$ cat config.mk
export PLATFORM = sky130hd
export DESIGN_NAME = adder_rr_arbiter_flat
export DESIGN_NICKNAME = d
export VERILOG_FILES = /design/src/rtl/adder_rr_arbiter_pkg.sv /design/src/rtl/adder_rr_arbiter_if.sv /design/src/rtl/adder_rr_arbiter_rr_pick.sv /design/src/rtl/adder_rr_arbiter.sv /design/src/flat_wrapper.sv
export SDC_FILE = /design/constraint.sdc
export NUM_CORES = 1
export LEC_CHECK = 0
export ABC_AREA = 1
export CELL_PAD_IN_SITES_DETAIL_PLACEMENT = 1
export CELL_PAD_IN_SITES_GLOBAL_PLACEMENT = 2
export CORE_ASPECT_RATIO = 2
export CORE_UTILIZATION = 21
export CTS_CLUSTER_SIZE = 40
export DETAILED_ROUTE_END_ITERATION = 12
export PLACE_DENSITY_LB_ADDON = 0.1
export SLEW_MARGIN = 20
export SYNTH_ARGS = -nofsm -noshare
export SYNTH_HDL_FRONTEND = slang
export SYNTH_SLANG_ARGS = --single-unit
$ cat constraint.sdc
create_clock -name clk -period 4.6 [get_ports clk]
set_input_delay 0.92 -clock clk [delete_from_list [all_inputs] [get_ports clk]]
set_output_delay 0.92 -clock clk [all_outputs]
set_load 0.005 [all_outputs]
$ cat src/rtl/adder_rr_arbiter_pkg.sv
// Shared definitions for the round-robin adder arbiter: data width, opcodes,
// FSM state encoding and the latched operand payload.
package adder_rr_arbiter_pkg;

    localparam int unsigned DW  = 16;
    localparam int unsigned OPW = 3;

    localparam logic [OPW-1:0] OP_ADD  = 3'b000;
    localparam logic [OPW-1:0] OP_ADDU = 3'b001;
    localparam logic [OPW-1:0] OP_SUB  = 3'b010;
    localparam logic [OPW-1:0] OP_SUBU = 3'b011;
    localparam logic [OPW-1:0] OP_INC  = 3'b100;
    localparam logic [OPW-1:0] OP_DEC  = 3'b101;

    typedef enum logic [1:0] {
        IDLE = 2'd0,
        EXEC = 2'd1,
        RESP = 2'd2
    } state_e;

    // Operands and controls presented to the shared adder.
    typedef struct packed {
        logic [DW-1:0]  a;
        logic [DW-1:0]  b;
        logic [OPW-1:0] op;
        logic           cout_en_n;
    } alu_req_t;

    // Opcodes 110 and 111 are undefined.
    function automatic logic op_illegal(input logic [OPW-1:0] op);
        return op[2:1] == 2'b11;
    endfunction

endpackage

$ cat src/rtl/adder_rr_arbiter_if.sv
// Bus bundle of the adder arbiter: requester side, shared-adder side and
// response channel.
//   slave  : arbiter view (takes requests, drives adder inputs and response)
//   master : client/environment view
interface adder_rr_arbiter_if
    import adder_rr_arbiter_pkg::*;
#(
    parameter int unsigned NREQ = 4
);
    localparam int unsigned IDW = $clog2(NREQ);

    logic [NREQ-1:0]     req;
    logic [NREQ*DW-1:0]  req_a;
    logic [NREQ*DW-1:0]  req_b;
    logic [NREQ*OPW-1:0] req_op;
    logic [NREQ-1:0]     req_cout_en_n;
    logic [NREQ-1:0]     gnt;

    logic [DW-1:0]       alu_a;
    logic [DW-1:0]       alu_b;
    logic [OPW-1:0]      alu_control;
    logic                alu_carryout_n;
    logic [DW-1:0]       alu_c;
    logic                alu_ovf;
    logic                alu_cout;

    logic                rsp_valid;
    logic                rsp_ready;
    logic [IDW-1:0]      rsp_id;
    logic [DW-1:0]       rsp_c;
    logic                rsp_ovf;
    logic                rsp_cout;
    logic                rsp_illegal;

    modport slave (
        input  req, req_a, req_b, req_op, req_cout_en_n,
        output gnt,
        output alu_a, alu_b, alu_control, alu_carryout_n,
        input  alu_c, alu_ovf, alu_cout,
        output rsp_valid, rsp_id, rsp_c, rsp_ovf, rsp_cout, rsp_illegal,
        input  rsp_ready
    );

    modport master (
        output req, req_a, req_b, req_op, req_cout_en_n,
        input  gnt,
        input  alu_a, alu_b, alu_control, alu_carryout_n,
        output alu_c, alu_ovf, alu_cout,
        input  rsp_valid, rsp_id, rsp_c, rsp_ovf, rsp_cout, rsp_illegal,
        output rsp_ready
    );

endinterface

$ cat src/rtl/adder_rr_arbiter_rr_pick.sv
// Combinational round-robin pick: first set request searching upward from
// last_i+1, wrapping modulo NREQ.
//   req_i  : request vector
//   last_i : index of the previous winner
//   gnt_o  : one-hot winner (zero when no request)
//   idx_o  : winner index
//   any_o  : at least one request present
module adder_rr_arbiter_rr_pick #(
    parameter int unsigned NREQ = 4,
    parameter int unsigned IDW  = $clog2(NREQ)
) (
    input  logic [NREQ-1:0] req_i,
    input  logic [IDW-1:0]  last_i,
    output logic [NREQ-1:0] gnt_o,
    output logic [IDW-1:0]  idx_o,
    output logic            any_o
);

    always_comb begin
        int unsigned cand;
        logic        found;
        cand  = 0;
        found = 1'b0;
        gnt_o = '0;
        idx_o = '0;
        for (int unsigned k = 1; k <= NREQ; k++) begin
            cand = (32'(last_i) + k) % NREQ;
            if (!found && req_i[cand]) begin
                found       = 1'b1;
                gnt_o[cand] = 1'b1;
                idx_o       = IDW'(cand);
            end
        end
        any_o = found;
    end

endmodule

$ cat src/rtl/adder_rr_arbiter.sv
// Shares one external 16-bit adder among NREQ requesters. A round-robin
// winner's operands are registered onto the adder for one cycle, the result
// is captured and returned on a valid/ready response channel.
//   clk : clock, rising edge
//   rst : synchronous active-high reset
//   bus : adder_rr_arbiter_if.slave (requests/gnt, adder ports, response)
module adder_rr_arbiter
    import adder_rr_arbiter_pkg::*;
#(
    parameter int unsigned NREQ = 4
) (
    input  logic                   clk,
    input  logic                   rst,
    adder_rr_arbiter_if.slave      bus
);

    localparam int unsigned IDW = $clog2(NREQ);

    state_e         state_q;
    logic [IDW-1:0] last_q;
    logic [IDW-1:0] id_q;
    alu_req_t       alu_q;

    logic           rsp_valid_q;
    logic [IDW-1:0] rsp_id_q;
    logic [DW-1:0]  rsp_c_q;
    logic           rsp_ovf_q;
    logic           rsp_cout_q;
    logic           rsp_illegal_q;

    logic [NREQ-1:0] pick_gnt;
    logic [IDW-1:0]  pick_idx;
    logic            pick_any;
    logic            take_c;
    alu_req_t        sel_c;

    adder_rr_arbiter_rr_pick #(
        .NREQ (NREQ),
        .IDW  (IDW)
    ) u_pick (
        .req_i  (bus.req),
        .last_i (last_q),
        .gnt_o  (pick_gnt),
        .idx_o  (pick_idx),
        .any_o  (pick_any)
    );

    // Accept a request only when idle, or when the current response leaves
    // this cycle; never while reset is asserted.
    assign take_c = !rst && pick_any &&
                    ((state_q == IDLE) || ((state_q == RESP) && bus.rsp_ready));

    // Winner's operand slice.
    always_comb begin
        sel_c.a         = bus.req_a[DW*32'(pick_idx) +: DW];
        sel_c.b         = bus.req_b[DW*32'(pick_idx) +: DW];
        sel_c.op        = bus.req_op[OPW*32'(pick_idx) +: OPW];
        sel_c.cout_en_n = bus.req_cout_en_n[pick_idx];
    end

    assign bus.gnt            = take_c ? pick_gnt : '0;
    assign bus.alu_a          = alu_q.a;
    assign bus.alu_b          = alu_q.b;
    assign bus.alu_control    = alu_q.op;
    assign bus.alu_carryout_n = alu_q.cout_en_n;
    assign bus.rsp_valid      = rsp_valid_q;
    assign bus.rsp_id         = rsp_id_q;
    assign bus.rsp_c          = rsp_c_q;
    assign bus.rsp_ovf        = rsp_ovf_q;
    assign bus.rsp_cout       = rsp_cout_q;
    assign bus.rsp_illegal    = rsp_illegal_q;

    // Arbitration / execute / response FSM.
    always_ff @(posedge clk) begin
        if (rst) begin
            state_q       <= IDLE;
            last_q        <= IDW'(NREQ - 1);
            id_q          <= '0;
            alu_q         <= '0;
            rsp_valid_q   <= 1'b0;
            rsp_id_q      <= '0;
            rsp_c_q       <= '0;
            rsp_ovf_q     <= 1'b0;
            rsp_cout_q    <= 1'b0;
            rsp_illegal_q <= 1'b0;
        end else begin
            unique case (state_q)
                IDLE: begin
                    if (take_c) begin
                        alu_q   <= sel_c;
                        last_q  <= pick_idx;
                        id_q    <= pick_idx;
                        state_q <= EXEC;
                    end
                end
                EXEC: begin
                    rsp_c_q       <= bus.alu_c;
                    rsp_ovf_q     <= bus.alu_ovf;
                    rsp_cout_q    <= bus.alu_cout;
                    rsp_illegal_q <= op_illegal(alu_q.op);
                    rsp_id_q      <= id_q;
                    rsp_valid_q   <= 1'b1;
                    state_q       <= RESP;
                end
                RESP: begin
                    if (bus.rsp_ready) begin
                        rsp_valid_q <= 1'b0;
                        if (take_c) begin
                            alu_q   <= sel_c;
                            last_q  <= pick_idx;
                            id_q    <= pick_idx;
                            state_q <= EXEC;
                        end else begin
                            state_q <= IDLE;
                        end
                    end
                end
                default: state_q <= IDLE;
            endcase
        end
    end

endmodule

$ cat src/flat_wrapper.sv
// flat-port wrapper written by rule: the top's interface ports become plain ports
module adder_rr_arbiter_flat import adder_rr_arbiter_pkg::*;
#(
    parameter int unsigned NREQ = 4
)
  (clk, rst, bus_req, bus_req_a, bus_req_b, bus_req_op, bus_req_cout_en_n, bus_gnt, bus_alu_a, bus_alu_b, bus_alu_control, bus_alu_carryout_n, bus_alu_c, bus_alu_ovf, bus_alu_cout, bus_rsp_valid, bus_rsp_id, bus_rsp_c, bus_rsp_ovf, bus_rsp_cout, bus_rsp_illegal, bus_rsp_ready);
  adder_rr_arbiter_if #(.NREQ(NREQ)) bus_i ();
  input  logic clk;
  input  logic rst;
  input wire logic [$bits(bus_i.req)-1:0] bus_req;
  input wire logic [$bits(bus_i.req_a)-1:0] bus_req_a;
  input wire logic [$bits(bus_i.req_b)-1:0] bus_req_b;
  input wire logic [$bits(bus_i.req_op)-1:0] bus_req_op;
  input wire logic [$bits(bus_i.req_cout_en_n)-1:0] bus_req_cout_en_n;
  output wire logic [$bits(bus_i.gnt)-1:0] bus_gnt;
  output wire logic [$bits(bus_i.alu_a)-1:0] bus_alu_a;
  output wire logic [$bits(bus_i.alu_b)-1:0] bus_alu_b;
  output wire logic [$bits(bus_i.alu_control)-1:0] bus_alu_control;
  output wire logic [$bits(bus_i.alu_carryout_n)-1:0] bus_alu_carryout_n;
  input wire logic [$bits(bus_i.alu_c)-1:0] bus_alu_c;
  input wire logic [$bits(bus_i.alu_ovf)-1:0] bus_alu_ovf;
  input wire logic [$bits(bus_i.alu_cout)-1:0] bus_alu_cout;
  output wire logic [$bits(bus_i.rsp_valid)-1:0] bus_rsp_valid;
  output wire logic [$bits(bus_i.rsp_id)-1:0] bus_rsp_id;
  output wire logic [$bits(bus_i.rsp_c)-1:0] bus_rsp_c;
  output wire logic [$bits(bus_i.rsp_ovf)-1:0] bus_rsp_ovf;
  output wire logic [$bits(bus_i.rsp_cout)-1:0] bus_rsp_cout;
  output wire logic [$bits(bus_i.rsp_illegal)-1:0] bus_rsp_illegal;
  input wire logic [$bits(bus_i.rsp_ready)-1:0] bus_rsp_ready;
  assign bus_i.req = bus_req;
  assign bus_i.req_a = bus_req_a;
  assign bus_i.req_b = bus_req_b;
  assign bus_i.req_op = bus_req_op;
  assign bus_i.req_cout_en_n = bus_req_cout_en_n;
  assign bus_gnt = bus_i.gnt;
  assign bus_alu_a = bus_i.alu_a;
  assign bus_alu_b = bus_i.alu_b;
  assign bus_alu_control = bus_i.alu_control;
  assign bus_alu_carryout_n = bus_i.alu_carryout_n;
  assign bus_i.alu_c = bus_alu_c;
  assign bus_i.alu_ovf = bus_alu_ovf;
  assign bus_i.alu_cout = bus_alu_cout;
  assign bus_rsp_valid = bus_i.rsp_valid;
  assign bus_rsp_id = bus_i.rsp_id;
  assign bus_rsp_c = bus_i.rsp_c;
  assign bus_rsp_ovf = bus_i.rsp_ovf;
  assign bus_rsp_cout = bus_i.rsp_cout;
  assign bus_rsp_illegal = bus_i.rsp_illegal;
  assign bus_i.rsp_ready = bus_rsp_ready;
  adder_rr_arbiter #(.NREQ(NREQ)) u_core (.clk(clk), .rst(rst), .bus(bus_i));
endmodule
==> results of run 1 <==
-- final timing paths --
path | slack (ns) | depth (start not counted) | end | startpoint
setup / recovery | 0.63 | 11 | bus_gnt[2] | u_core.last_q[1]
hold reg to reg | 0.46 | 2 | u_core.bus.rsp_illegal | u_core.bus.rsp_illegal
setup reg to reg | 1.32 | 15 | u_core.bus.alu_b[8] | u_core.last_q[1]
hold / removal | 0.46 | 2 | u_core.bus.rsp_illegal | u_core.bus.rsp_illegal
-- cell type report --
class	instances	area (µm²)
Clock inverter	7	103
Timing Repair Buffer	241	2380
Tap cell	269	337
Fill cell	2711	13700
Inverter	144	541
Antenna cell	1	2.50
Sequential cell	64	1280
Multi-Input combinational cell	518	2460
Clock buffer	9	225
-- worst max-delay path, cell delays in order (launching register included) --
cell	delay, ns
dfxtp_1	0.53
inv_1	0.26
ha_1	0.45
inv_1	0.11
nand2_2	0.11
nand2_4	0.10
nor2_8	0.19
nand4_1	0.17
o21ai_0	0.21
nand2_1	0.07
inv_1	0.05
clkdlybuf4s50_1	0.48
-- sequential cells by signal, indices dropped and copies added (netlist names) --
| signal | cells |
|---|---|
| u_core.bus.alu_control | 3 |
| u_core.bus.rsp_id | 2 |
| u_core.bus.alu_a | 16 |
| u_core.last_q | 2 |
| u_core.bus.rsp_ovf | 1 |
| u_core.bus.rsp_c | 16 |
| u_core.bus.rsp_cout | 1 |
| u_core.id_q | 2 |
| u_core.bus.rsp_valid | 1 |
| u_core.state_q | 2 |
| u_core.bus.alu_carryout_n | 1 |
| u_core.bus.alu_b | 16 |
| u_core.bus.rsp_illegal | 1 |
-- power by group through the flow --
stage	combinational, mW	clock, mW	sequential [mW]
2_1_floorplan	1.76	0	0.850
3_3_place_gp	2.84	0	0.844
3_5_place_dp	2.84	0	0.847
4_1_cts	2.85	0.804	0.836
5_1_grt	3.12	0.823	0.855
6_report	2.76	0.772	0.832
-- stage by stage --
step	power, mW	instances	hold slack [ns]	util, %	cell area, µm²
6_report	4.37	1253	0.464	34.8	7320
3_3_place_gp	3.68	1236	0.448	33.3	6990
3_5_place_dp	3.69	1236	0.462	33.3	6990
4_1_cts	4.49	1252	0.472	34.8	7320
5_1_grt	4.80	1253	0.494	34.8	7320
2_1_floorplan	2.61	774	0.446	-	4530
-- per-layer routing --
metal	global-route usage, %	vias up	share of wire [%]	routed length, µm
li1	-	2810	-	-
met1	19.6	2565	39	7800
met2	34.8	169	53	10700
met3	3.45	20	5.4	1090
met4	6.37	2	2.2	451
met5	0	-	0.055	11
-- kinds of logic (layout without fill, tap and decap cells) --
kind of cell | count (synthesis) | count (layout) | synth area share [%]
other | 0 | 1 | 0
DFF | 64 | 64 | 28.3
AOI/OAI and AO/OA | 56 | 56 | 7.05
and+or+nand+nor | 454 | 454 | 44.9
buffers and inverters | 192 | 401 | 17.5
adders and majority gates | 8 | 8 | 2.21
-- placed cells by master (no fill, tap or decap), types with 3 or more instances in the layout --
master,count
ha_1,8
inv_1,141
a22oi_1,3
a21oi_1,19
nand2_2,12
o21ai_0,27
nand4_1,49
nor2_2,3
clkbuf_16,9
nand2_1,159
clkdlybuf4s50_1,229
inv_2,3
nand3_1,95
buf_4,11
dfxtp_1,64
nor2_1,130
==> results.toml, run 1 <==
[worst_setup_path]
crit_required_ns = 3.68
crit_fanout = 9
worstSetupEndpointType = "output port"
crit_type = "reg2out"
critPathLaunchType = "flip-flop"
critPathArrivalTime_ns = 3.05

[timing]
max_freq_mhz = 252
fin_setup_tns_ns = 0
rsz0062_at_grt = "false"
max_slew_margin_pct = 48.7
post-route-period-util_pct = 86.3
layout_setup_ws_ns = 0.628
hold_viol_final = 0
tightest_slew_ns = 0.769
slew_viol_final = 0
setup_viol = 0
timing.clock.skew_ns = 0.00584
finalCriticalPeriod_ns = 3.97

[pwr]
power_density_nw_per_um2 = 596
power_frac_seq_pct = 19.0
leakage_nw = 3.52
ir_drop_mv = 0.390
p_comb_share_pct = 63.3
p_int_mw = 2.26
netSwitchingFraction_pct = 48.3
p_sw_mw = 2.11
clkPwrFrac_pct = 17.7

[synth]
netlist_area_um2 = 4530
synthCells = 774
synth_async_sr_flop_share_pct = 0
avgSynthCellArea_um2 = 5.85
yosys.area.top_type = "dfxtp_1"
yosys_warnings = 0
synth_top_area_share_pct = 28.3
yosysSeqAreaShare_pct = 28.3
synth.distinct_cells = 29
yosys-top-cells-count = "161 x nand2_1, 141 x inv_1, 130 x nor2_1, 95 x nand3_1, 64 x dfxtp_1"
synthFlopType = "dfxtp_1"
synth_edf_count = 0
synth_area_leaders = "dfxtp_1 28%, nand2_1 13%, inv_1 12%, nor2_1 11%, nand3_1 11%"
synthesis.nets = 951
synth.most_common_cell = "nand2_1"
ys_seq_elements = 64

[placement]
pre_cts_ws_ns = 0.707
port_buffers = 230
gp_congestion = 0.795
hpwl_um = 14600

[grt]
grt_pass1_wl_um = 31300
grt_usage_pct = 18.3
grt_max_degree = 64
grt_pass1_vias = 5727
antenna_found_initial = 2
gr-total-overflow = 0

[detailed_routing]
wl_per_cell_um = 16.0
drtIter0Drc = 230
ant_nets = 0
drt-total-wl_um = 20100
vias_per_cell = 4.44
drtPass1Iterations = 4
dr_total_vias = 5566
drcViolationCount = 0

[die]
fp.dieArea_um2 = 22200
core-area_um2 = 21000
num_rows = 75
die_x_um = 106
die_y_um = 210
start_util_pct = 21.5
io_pins = 231

[final_layout]
fin_nets = 1155
final_layout_size_suffix_gt1_share_pct = 5.39
area_delta_synth_final_pct = 61.8

[clock_tree]
clk_pin_slew_ns = 0.06
postCtsSetupRepairBufs = 0
htree_levels = 3
clock_path_buffers = 2
cts_made_buffers = 9
root_buffer = "clkbuf_16"
ctsHoldBuffers = 0
cts_tree = "built"
ctsResizeCount = 0
clock-sinks = 64
insertion_delay_ns = 0.33

[min_path]
hold_class = "reg2reg"

[run]
maxCapViolations = 0

[outcome]
status = "finished, final reports clean"
(Power assumes the default switching activity.)
==> inputs of run 2 (changes only) <==
--- a/config.mk
+++ b/config.mk
@@ -12,6 +12,7 @@
 export CORE_UTILIZATION = 21
 export CTS_CLUSTER_SIZE = 40
 export DETAILED_ROUTE_END_ITERATION = 12
+export GPL_TIMING_DRIVEN = 0
 export PLACE_DENSITY_LB_ADDON = 0.1
 export SLEW_MARGIN = 20
 export SYNTH_ARGS = -nofsm -noshare
==> run 2 against run 1 <==
Effect of this change:
- critical path depth increased by 2
- first-iteration DRC count decreased by 33%
- critical endpoint is now bus_gnt[3]
- critical path type unchanged
- die area unchanged
- sequential power increased by 1%
- core utilization increased by 0.54 points
==> results.toml, run 2 (synthesized netlist as in run 1, its figures left out) <==
[pwr]
p_int_mw = 2.26
clkPwrFrac_pct = 15.0
power_mw = 4.44
ir_drop_mv = 0.162
p_sw_mw = 2.18
p_comb_share_pct = 66.0
leakage_nw = 3.59
power_frac_seq_pct = 19.0
netSwitchingFraction_pct = 49.1
power_density_nw_per_um2 = 597

[die]
die_x_um = 106
io_pins = 231
core-area_um2 = 21000
die_y_um = 210
start_util_pct = 21.5
fp.dieArea_um2 = 22200
num_rows = 75

[clock_tree]
clk_pin_slew_ns = 0.06
ctsResizeCount = 0
clock_path_buffers = 2
cts_made_buffers = 9
insertion_delay_ns = 0.34
clock-sinks = 64
postCtsSetupRepairBufs = 0
root_buffer = "clkbuf_16"
ctsHoldBuffers = 0
cts_tree = "built"
htree_levels = 3

[placement]
hpwl_um = 16600
gp_congestion = 0.785
port_buffers = 229

[final_layout]
diodes = 0
final_layout_size_suffix_gt1_share_pct = 6.77
area_delta_synth_final_pct = 64.3
final_util_pct = 35.4
final_common_cell = "clkdlybuf4s50_1"
fin_nets = 1191
final_cell_mix = "229 x clkdlybuf4s50_1, 161 x nand2_1, 141 x inv_1, 130 x nor2_1, 95 x nand3_1"

[timing]
hold_viol_final = 0
max_freq_mhz = 234
post-route-period-util_pct = 93.0
setup_viol = 0
fin_setup_tns_ns = 0
tightest_slew_ns = 0.774
slew_viol_final = 0
max_slew_margin_pct = 48.4
finalCriticalPeriod_ns = 4.28
timing.clock.skew_ns = 0.00781
rsz0062_at_grt = "false"

[worst_setup_path]
crit_required_ns = 3.68
rr_startpoint = "u_core.last_q[0]"
max_stage_delay_ns = 0.62
crit_fanout = 11
crit_type = "reg2out"
critical_path.slowest_cell = "dfxtp_1"
startpoint = "u_core.last_q[0]"
worstSetupEndpointType = "output port"
worstPathCellList = "inv_2, ha_1, inv_1, nand2_2, nand2_4, nor2_8, nand3_4, nand2_2, inv_2, buf_2, o21ai_0, inv_1, clkdlybuf4s50_1"
reg2reg_depth = 11
r2r_setup_slack_ns = 1.48
critPathArrivalTime_ns = 3.36
critPathLaunchType = "flip-flop"

[grt]
grt_pass1_vias = 5895
antenna_found_initial = 0
grt_pass1_wl_um = 31900
gr-total-overflow = 0
grt_usage_pct = 18.9
grt_max_degree = 13

[detailed_routing]
wl_per_cell_um = 16.1
ant_nets = 0
drcViolationCount = 0
drtIter0Drc = 155
drtPass1Iterations = 5
vias_per_cell = 4.33
drt-total-wl_um = 20800
dr_total_vias = 5583

[min_path]
holdCritStartpoint = "u_core.bus.rsp_valid"
hold_depth = 2
hold_class = "reg2reg"

[outcome]
status = "finished, final reports clean"

[run]
maxCapViolations = 0
[run 2: layout make-up]
type                       count  area [µm²]
fill                        2748       13600
clock inverter                 6        43.8
clock buffer                  10         239
multi-input combinational    518        2450
inverter                     144         541
timing repair buffer         229        2290
buffer                        48         253
sequential                    64        1280
tap                          269         337
[run 2: path summary, 6_finish.rpt]
check                                            end
worst max register to register   u_core.bus.alu_b[5]
worst max-delay path                      bus_gnt[3]
worst min register to register  u_core.bus.rsp_valid
worst min-delay path            u_core.bus.rsp_valid
[run 2: per-stage QoR]
| step | hold WS (ns) | instances | setup slack [ns] | area [µm²] |
|---|---|---|---|---|
| global route | 0.498 | 1288 | 0.0704 | 7440 |
| floorplan | 0.446 | 774 | 1.69 | 4530 |
| global placement | 0.454 | 1272 | 0.391 | 7150 |
| finish | 0.466 | 1288 | 0.321 | 7440 |
| detailed placement | 0.460 | 1272 | 0.383 | 7150 |
| CTS | 0.469 | 1288 | 0.247 | 7440 |
[run 2: power by group through the flow]
stage               Combinational (mW)  Sequential, mW  Clock [mW]
floorplan                         1.76           0.850           0
global placement                  3.00           0.853           0
detailed placement                3.00           0.855           0
CTS                               3.02           0.845       0.700
global route                      3.31           0.863       0.721
finish                            2.93           0.842       0.668
[run 2: worst max-delay path: cells and delay by family (launching register included)]
family,cells,cell delay (ns)
AO/OA/AOI/OAI,1,0.10
buffers and inverters,6,1.10
flip-flops,1,0.62
AND/OR/NAND/NOR,5,0.72
adder cells (fa/ha/maj),1,0.45
[run 2: routing by layer]
layer	part of all wire (%)	routed length [µm]	up-vias	GRT usage, %
li1	-	-	2889	-
met2	55	11500	175	37.7
met3	5.3	1110	13	3.04
met4	1.4	289	0	5.08
met5	0	0	-	0
met1	38	7910	2506	20.0
